`src/rtl/ret_shadow_stack.sv`:
```
// Shadow return-address stack beside the branch unit: key-encoded push on call, pop/compare on return.
// Latency: compare result (mismatch_o/crash_o) registered one cycle after ret_valid_i; depth_o next cycle.
// Backpressure: none; every resolved call/return is accepted, oldest entry discarded when full.
//
// Ports:
//   clk_i, rst_i    clock, asynchronous active-high reset
//   mode_i          0 off, 1 detect (report only), 2/3 enforce (sticky crash)
//   key_i           XOR key for stored entries, held stable while entries are valid
//   flush_i         drops all entries and clears crash/overflow; err_count_o kept
//   call_valid_i    resolved call, call_link_i is the link address to shadow
//   ret_valid_i     resolved return, ret_target_i is the resolved target
//   mismatch_o      one-cycle pulse on a failed compare
//   crash_o         sticky crash request (enforce modes)
//   overflow_o      sticky, an entry was discarded since the last flush
//   depth_o         number of valid entries
//   err_count_o     saturating mismatch count
module ret_shadow_stack #(
  parameter int VLEN  = 32,
  parameter int DEPTH = 8,
  parameter int CNT_W = 16
) (
  input  logic                     clk_i,
  input  logic                     rst_i,
  input  logic [1:0]               mode_i,
  input  logic [VLEN-1:0]          key_i,
  input  logic                     flush_i,
  input  logic                     call_valid_i,
  input  logic [VLEN-1:0]          call_link_i,
  input  logic                     ret_valid_i,
  input  logic [VLEN-1:0]          ret_target_i,
  output logic                     mismatch_o,
  output logic                     crash_o,
  output logic                     overflow_o,
  output logic [$clog2(DEPTH):0]   depth_o,
  output logic [CNT_W-1:0]         err_count_o
);

  localparam int AW = $clog2(DEPTH);
  localparam int DW = AW + 1;

  // Entry storage is never cleared; cnt alone decides which slots are live.
  logic [VLEN-1:0] mem [DEPTH];

  logic [AW-1:0]   ptr;
  logic [DW-1:0]   cnt;

  logic            enabled;
  logic            push_act;
  logic            pop_act;
  logic            full;
  logic [VLEN-1:0] top_val;
  logic            miss;
  logic [AW-1:0]   wr_ptr;
  logic            err_sat;

  assign enabled  = (mode_i != 2'd0);
  // Flush wins over everything in the same cycle, including the compare.
  assign push_act = enabled && call_valid_i && !flush_i;
  assign pop_act  = enabled && ret_valid_i && !flush_i && (cnt != '0);
  assign full     = (cnt == DW'(DEPTH));
  assign top_val  = mem[ptr] ^ key_i;
  assign miss     = pop_act && (top_val != ret_target_i);
  assign err_sat  = &err_count_o;

  // With a simultaneous pop, the push refills the slot the pop just vacated.
  assign wr_ptr   = pop_act ? ptr : ptr + AW'(1);

  always_ff @(posedge clk_i) begin
    if (push_act) begin
      mem[wr_ptr] <= call_link_i ^ key_i;
    end
  end

  always_ff @(posedge clk_i or posedge rst_i) begin
    if (rst_i) begin
      ptr         <= '0;
      cnt         <= '0;
      mismatch_o  <= 1'b0;
      crash_o     <= 1'b0;
      overflow_o  <= 1'b0;
      err_count_o <= '0;
    end else begin
      mismatch_o <= miss;

      if (flush_i) begin
        ptr        <= '0;
        cnt        <= '0;
        crash_o    <= 1'b0;
        overflow_o <= 1'b0;
      end else begin
        if (push_act && pop_act) begin
          // Net effect: top replaced in place, depth unchanged, no overflow.
          ptr <= ptr;
          cnt <= cnt;
        end else if (push_act) begin
          ptr <= ptr + AW'(1);
          if (full) begin
            overflow_o <= 1'b1;
          end else begin
            cnt <= cnt + DW'(1);
          end
        end else if (pop_act) begin
          ptr <= ptr - AW'(1);
          cnt <= cnt - DW'(1);
        end

        // mode_i[1] covers both enforce (2) and reserved (3).
        if (miss && mode_i[1]) begin
          crash_o <= 1'b1;
        end
      end

      if (miss && !err_sat) begin
        err_count_o <= err_count_o + CNT_W'(1);
      end
    end
  end

  assign depth_o = cnt;

endmodule

```
`config.mk`:
```
export PLATFORM = sky130hd
export DESIGN_NAME = ret_shadow_stack
export DESIGN_NICKNAME = d
export VERILOG_FILES = /design/src/rtl/ret_shadow_stack.sv
export SDC_FILE = /design/constraint.sdc
export NUM_CORES = 1
export LEC_CHECK = 0
export CAP_MARGIN = 25
export CORE_MARGIN = 2
export CORE_UTILIZATION = 30
export CTS_BUF_LIST = sky130_fd_sc_hd__clkbuf_8
export CTS_CLUSTER_DIAMETER = 40
export DETAILED_ROUTE_END_ITERATION = 10
export GPL_ROUTABILITY_DRIVEN = 0
export PLACE_DENSITY_LB_ADDON = 0.15
export SYNTH_ARGS = -nofsm -noshare
export SYNTH_HDL_FRONTEND = slang
export SYNTH_SLANG_ARGS = --single-unit
```
`constraint.sdc`:
```
create_clock -name clk_i -period 3.7 [get_ports clk_i]
set_input_delay 0.74 -clock clk_i [delete_from_list [all_inputs] [get_ports clk_i]]
set_output_delay 0.74 -clock clk_i [all_outputs]
set_load 0.005 [all_outputs]
```
==> flow_metrics.env <==
export IMPL_status="finished clean"
export IMPL_cp_cell_sequence="buf_12 -> mux4_2 -> mux2i_1 -> xnor2_1 -> nor4_1 -> buf_4 -> nand3_1 -> buf_4 -> nor4_4 -> buf_12 -> nor2_2 -> mux2_4"
export IMPL_postCtsHoldBufs=0
export IMPL_layout_commonest_cell="edfxtp_1"
export IMPL_worst_slew_pin_transition_ns=0.757
export IMPL_gr_total_overflow=0
export IMPL_place_hpwl_um=17600
export IMPL_ant_nets=0
export IMPL_io_buffers=125
export IMPL_power_leakage_nw=5.35
export IMPL_num_rows=73
export IMPL_numCtsBuffers=51
export IMPL_h_tree_depth=2
export IMPL_layout_common_cells="edfxtp_1 (256), clkdlybuf4s50_1 (125), xor2_1 (69), mux2i_1 (62), clkbuf_8 (52)"
export IMPL_cp_required_ns=4.15
export IMPL_cp_data_arrival_time_ns=4.00
export IMPL_timing_reg2reg_setup_slack_ns=0.15
export IMPL_period_minus_slack_ns=3.55
export IMPL_critical_path_class="register to register"
export IMPL_n_antenna_cell=0
export IMPL_clkTransAtPathRegs_ns=0.06
export IMPL_dr_first_iter_drc_count=407
export IMPL_critPathLaunch="ptr[0]"
export IMPL_clockRootBuffer="clkbuf_8"
export IMPL_place_area_um2=14400
export IMPL_worst_r2r_path_depth=12
export IMPL_setup_slack_ns=0.149
export IMPL_grtUsageTotal=0.133
export IMPL_drive_gt1_frac=0.197
export IMPL_synth_edf_count=256
export IMPL_pre_cts_ws_ns=-0.0623
export IMPL_cpMaxStageDelayCell="dfrtp_4"
export IMPL_synth_flop_cell="edfxtp_1"
export IMPL_ys_warn_count=0
export IMPL_num_vias=6705
export IMPL_wl_met1_um=12700
export IMPL_area_growth_pct=26.7
export IMPL_die_h_um=206
export IMPL_yosys_cell_types_count=56
export IMPL_hold_viol=0
export IMPL_fin_area_um2=15400
export IMPL_clk_latency_ns=0.60
export IMPL_topRoutingLayerUsed="met4"
export IMPL_grt_pass1_wl_um=41600
export IMPL_timing_final_crit_share=0.960
export IMPL_wl_per_cell_um=19.1
export IMPL_drc=0
export IMPL_grt_max_degree=41
export IMPL_fmax_mhz=282
export IMPL_grt_setup_unrepaired="no"
export IMPL_crit_fanout=14
export IMPL_via_per_inst=4.56
export IMPL_ios=126
export IMPL_cts_tree="yes"
export IMPL_peakVddDrop_uv=255
export IMPL_relSlewSlack=0.494
export IMPL_core_area_um2=39900
export IMPL_ys_ff_latch=282
export IMPL_max_stage_delay_ns=0.62
export IMPL_first_pass_iters=4
export IMPL_fin_nets=1015
export IMPL_maxSlewViolCount=0
export IMPL_r2r_start="ptr[0]"
export IMPL_async_reset_ff_frac=0.0922
export IMPL_seq_area_frac_synth=0.684
export IMPL_first_global_vias=6881
export IMPL_antenna_found_initial=0
export IMPL_syn_inst=706
export IMPL_startpoint_type="register"
export IMPL_syn_area_um2=12200
export IMPL_fin_skew_ns=0.0381
export IMPL_die_w_um=206
export IMPL_die_area_um2=42300
export IMPL_crit_end="err_count_o[1]"
export IMPL_clock_sinks=282
export IMPL_avgSynthCellArea_um2=17.3
export IMPL_finalSetupViolations=0
export IMPL_rr_endpoint="err_count_o[1]"
export IMPL_crit_path_end_kind="register"
export IMPL_wl_um=28100
export IMPL_start_util=0.305
export IMPL_wl_met2_um=13400
export IMPL_met3_length_um=1310
export IMPL_syn_nets=815
export IMPL_p_per_area_nw_per_um2=596
export IMPL_maxCapViolCount=0
export IMPL_clockBufferDepth=3
export IMPL_hold_class="register to register"
-- final cells by class --
type / instances / area [um2]
tap: 525 / 657
sequential: 282 / 8350
timing repair buffer: 172 / 1760
clock inverter: 41 / 219
clock buffer: 52 / 716
multi-input combinational: 391 / 3720
fill: 3720 / 24500
inverter: 8 / 30.0
-- how the worst min path moves through the flow --
stage | end | start | cells after the start
CTS | err_count_o[10] | err_count_o[10] | 1
finish | err_count_o[10] | err_count_o[10] | 1
floorplan | err_count_o[10] | err_count_o[10] | 1
global route | err_count_o[14] | err_count_o[14] | 1
global placement | err_count_o[14] | err_count_o[14] | 1
detailed placement | err_count_o[10] | err_count_o[10] | 1
-- Yosys cell counts (all sizes together) (11+ instances only) --
cell / count / area (um2)
nand2: 22 / 82.6
edfxtp: 256 / 7690
a22oi: 18 / 145
mux2: 12 / 139
xor2: 69 / 604
nand3: 11 / 55.1
buf: 21 / 165
dfrtp: 26 / 651
nor3: 14 / 95.1
nor2: 21 / 83.8
xnor2: 38 / 333
mux2i: 62 / 621
mux4: 38 / 856
-- layer usage --
layer,track usage,up-vias
li1,-,3165
met1,0.177,3345
met2,0.218,146
met3,0.0274,49
met4,0.0416,0
met5,0,-
-- where the power goes --
part / switching (mW) / internal (mW) / total, mW
clock: 1.28 / 1.39 / 2.67
sequential: 0.162 / 3.78 / 3.94
combinational: 1.33 / 1.27 / 2.60
total: 2.77 / 6.44 / 9.21
-- through the flow --
stage / cells / utilization / TNS [ns] / power (mW) / hold slack (ns)
after floorplan: 706 / - / -21.85 / 5.64 / 0.477
after global placement: 1374 / 0.361 / -0.0534 / 6.55 / 0.488
after detailed placement: 1374 / 0.361 / -0.144 / 6.56 / 0.486
after CTS: 1467 / 0.385 / 0 / 9.27 / 0.494
after global routing: 1471 / 0.387 / 0 / 9.69 / 0.519
final: 1471 / 0.387 / 0 / 9.21 / 0.488
-- worst max-delay path, delay by kind of cell (launching register included) --
kind | cells | cell delay (ns)
buffers and inverters | 4 | 0.76
xor gates and xnor gates | 1 | 0.17
and+or+nand+nor | 4 | 0.83
DFF | 1 | 0.62
muxes | 3 | 1.02
-- cells by family after synthesis --
| logic type | synth area share |
|---|---|
| AO/OA/AOI/OAI | 0.0318 |
| XOR/XNOR | 0.0769 |
| adder cells (fa/ha/maj) | 0.00677 |
| buffers and inverters | 0.0173 |
| flip-flops | 0.684 |
| multiplexers | 0.132 |
| AND/OR/NAND/NOR | 0.0509 |
-- flip-flops by register name (all words and copies together) (netlist names) --
signal	cells
depth_o	4
crash_o	1
mem	256
err_count_o	16
overflow_o	1
mismatch_o	1
ptr	3
-- timing repair --
action                     in CTS  in global routing
resized for setup               0                  4
setup buffers                   0                  3
setup endpoints to repair       0                 16
No activity file was read; power rests on OpenSTA's default activity.
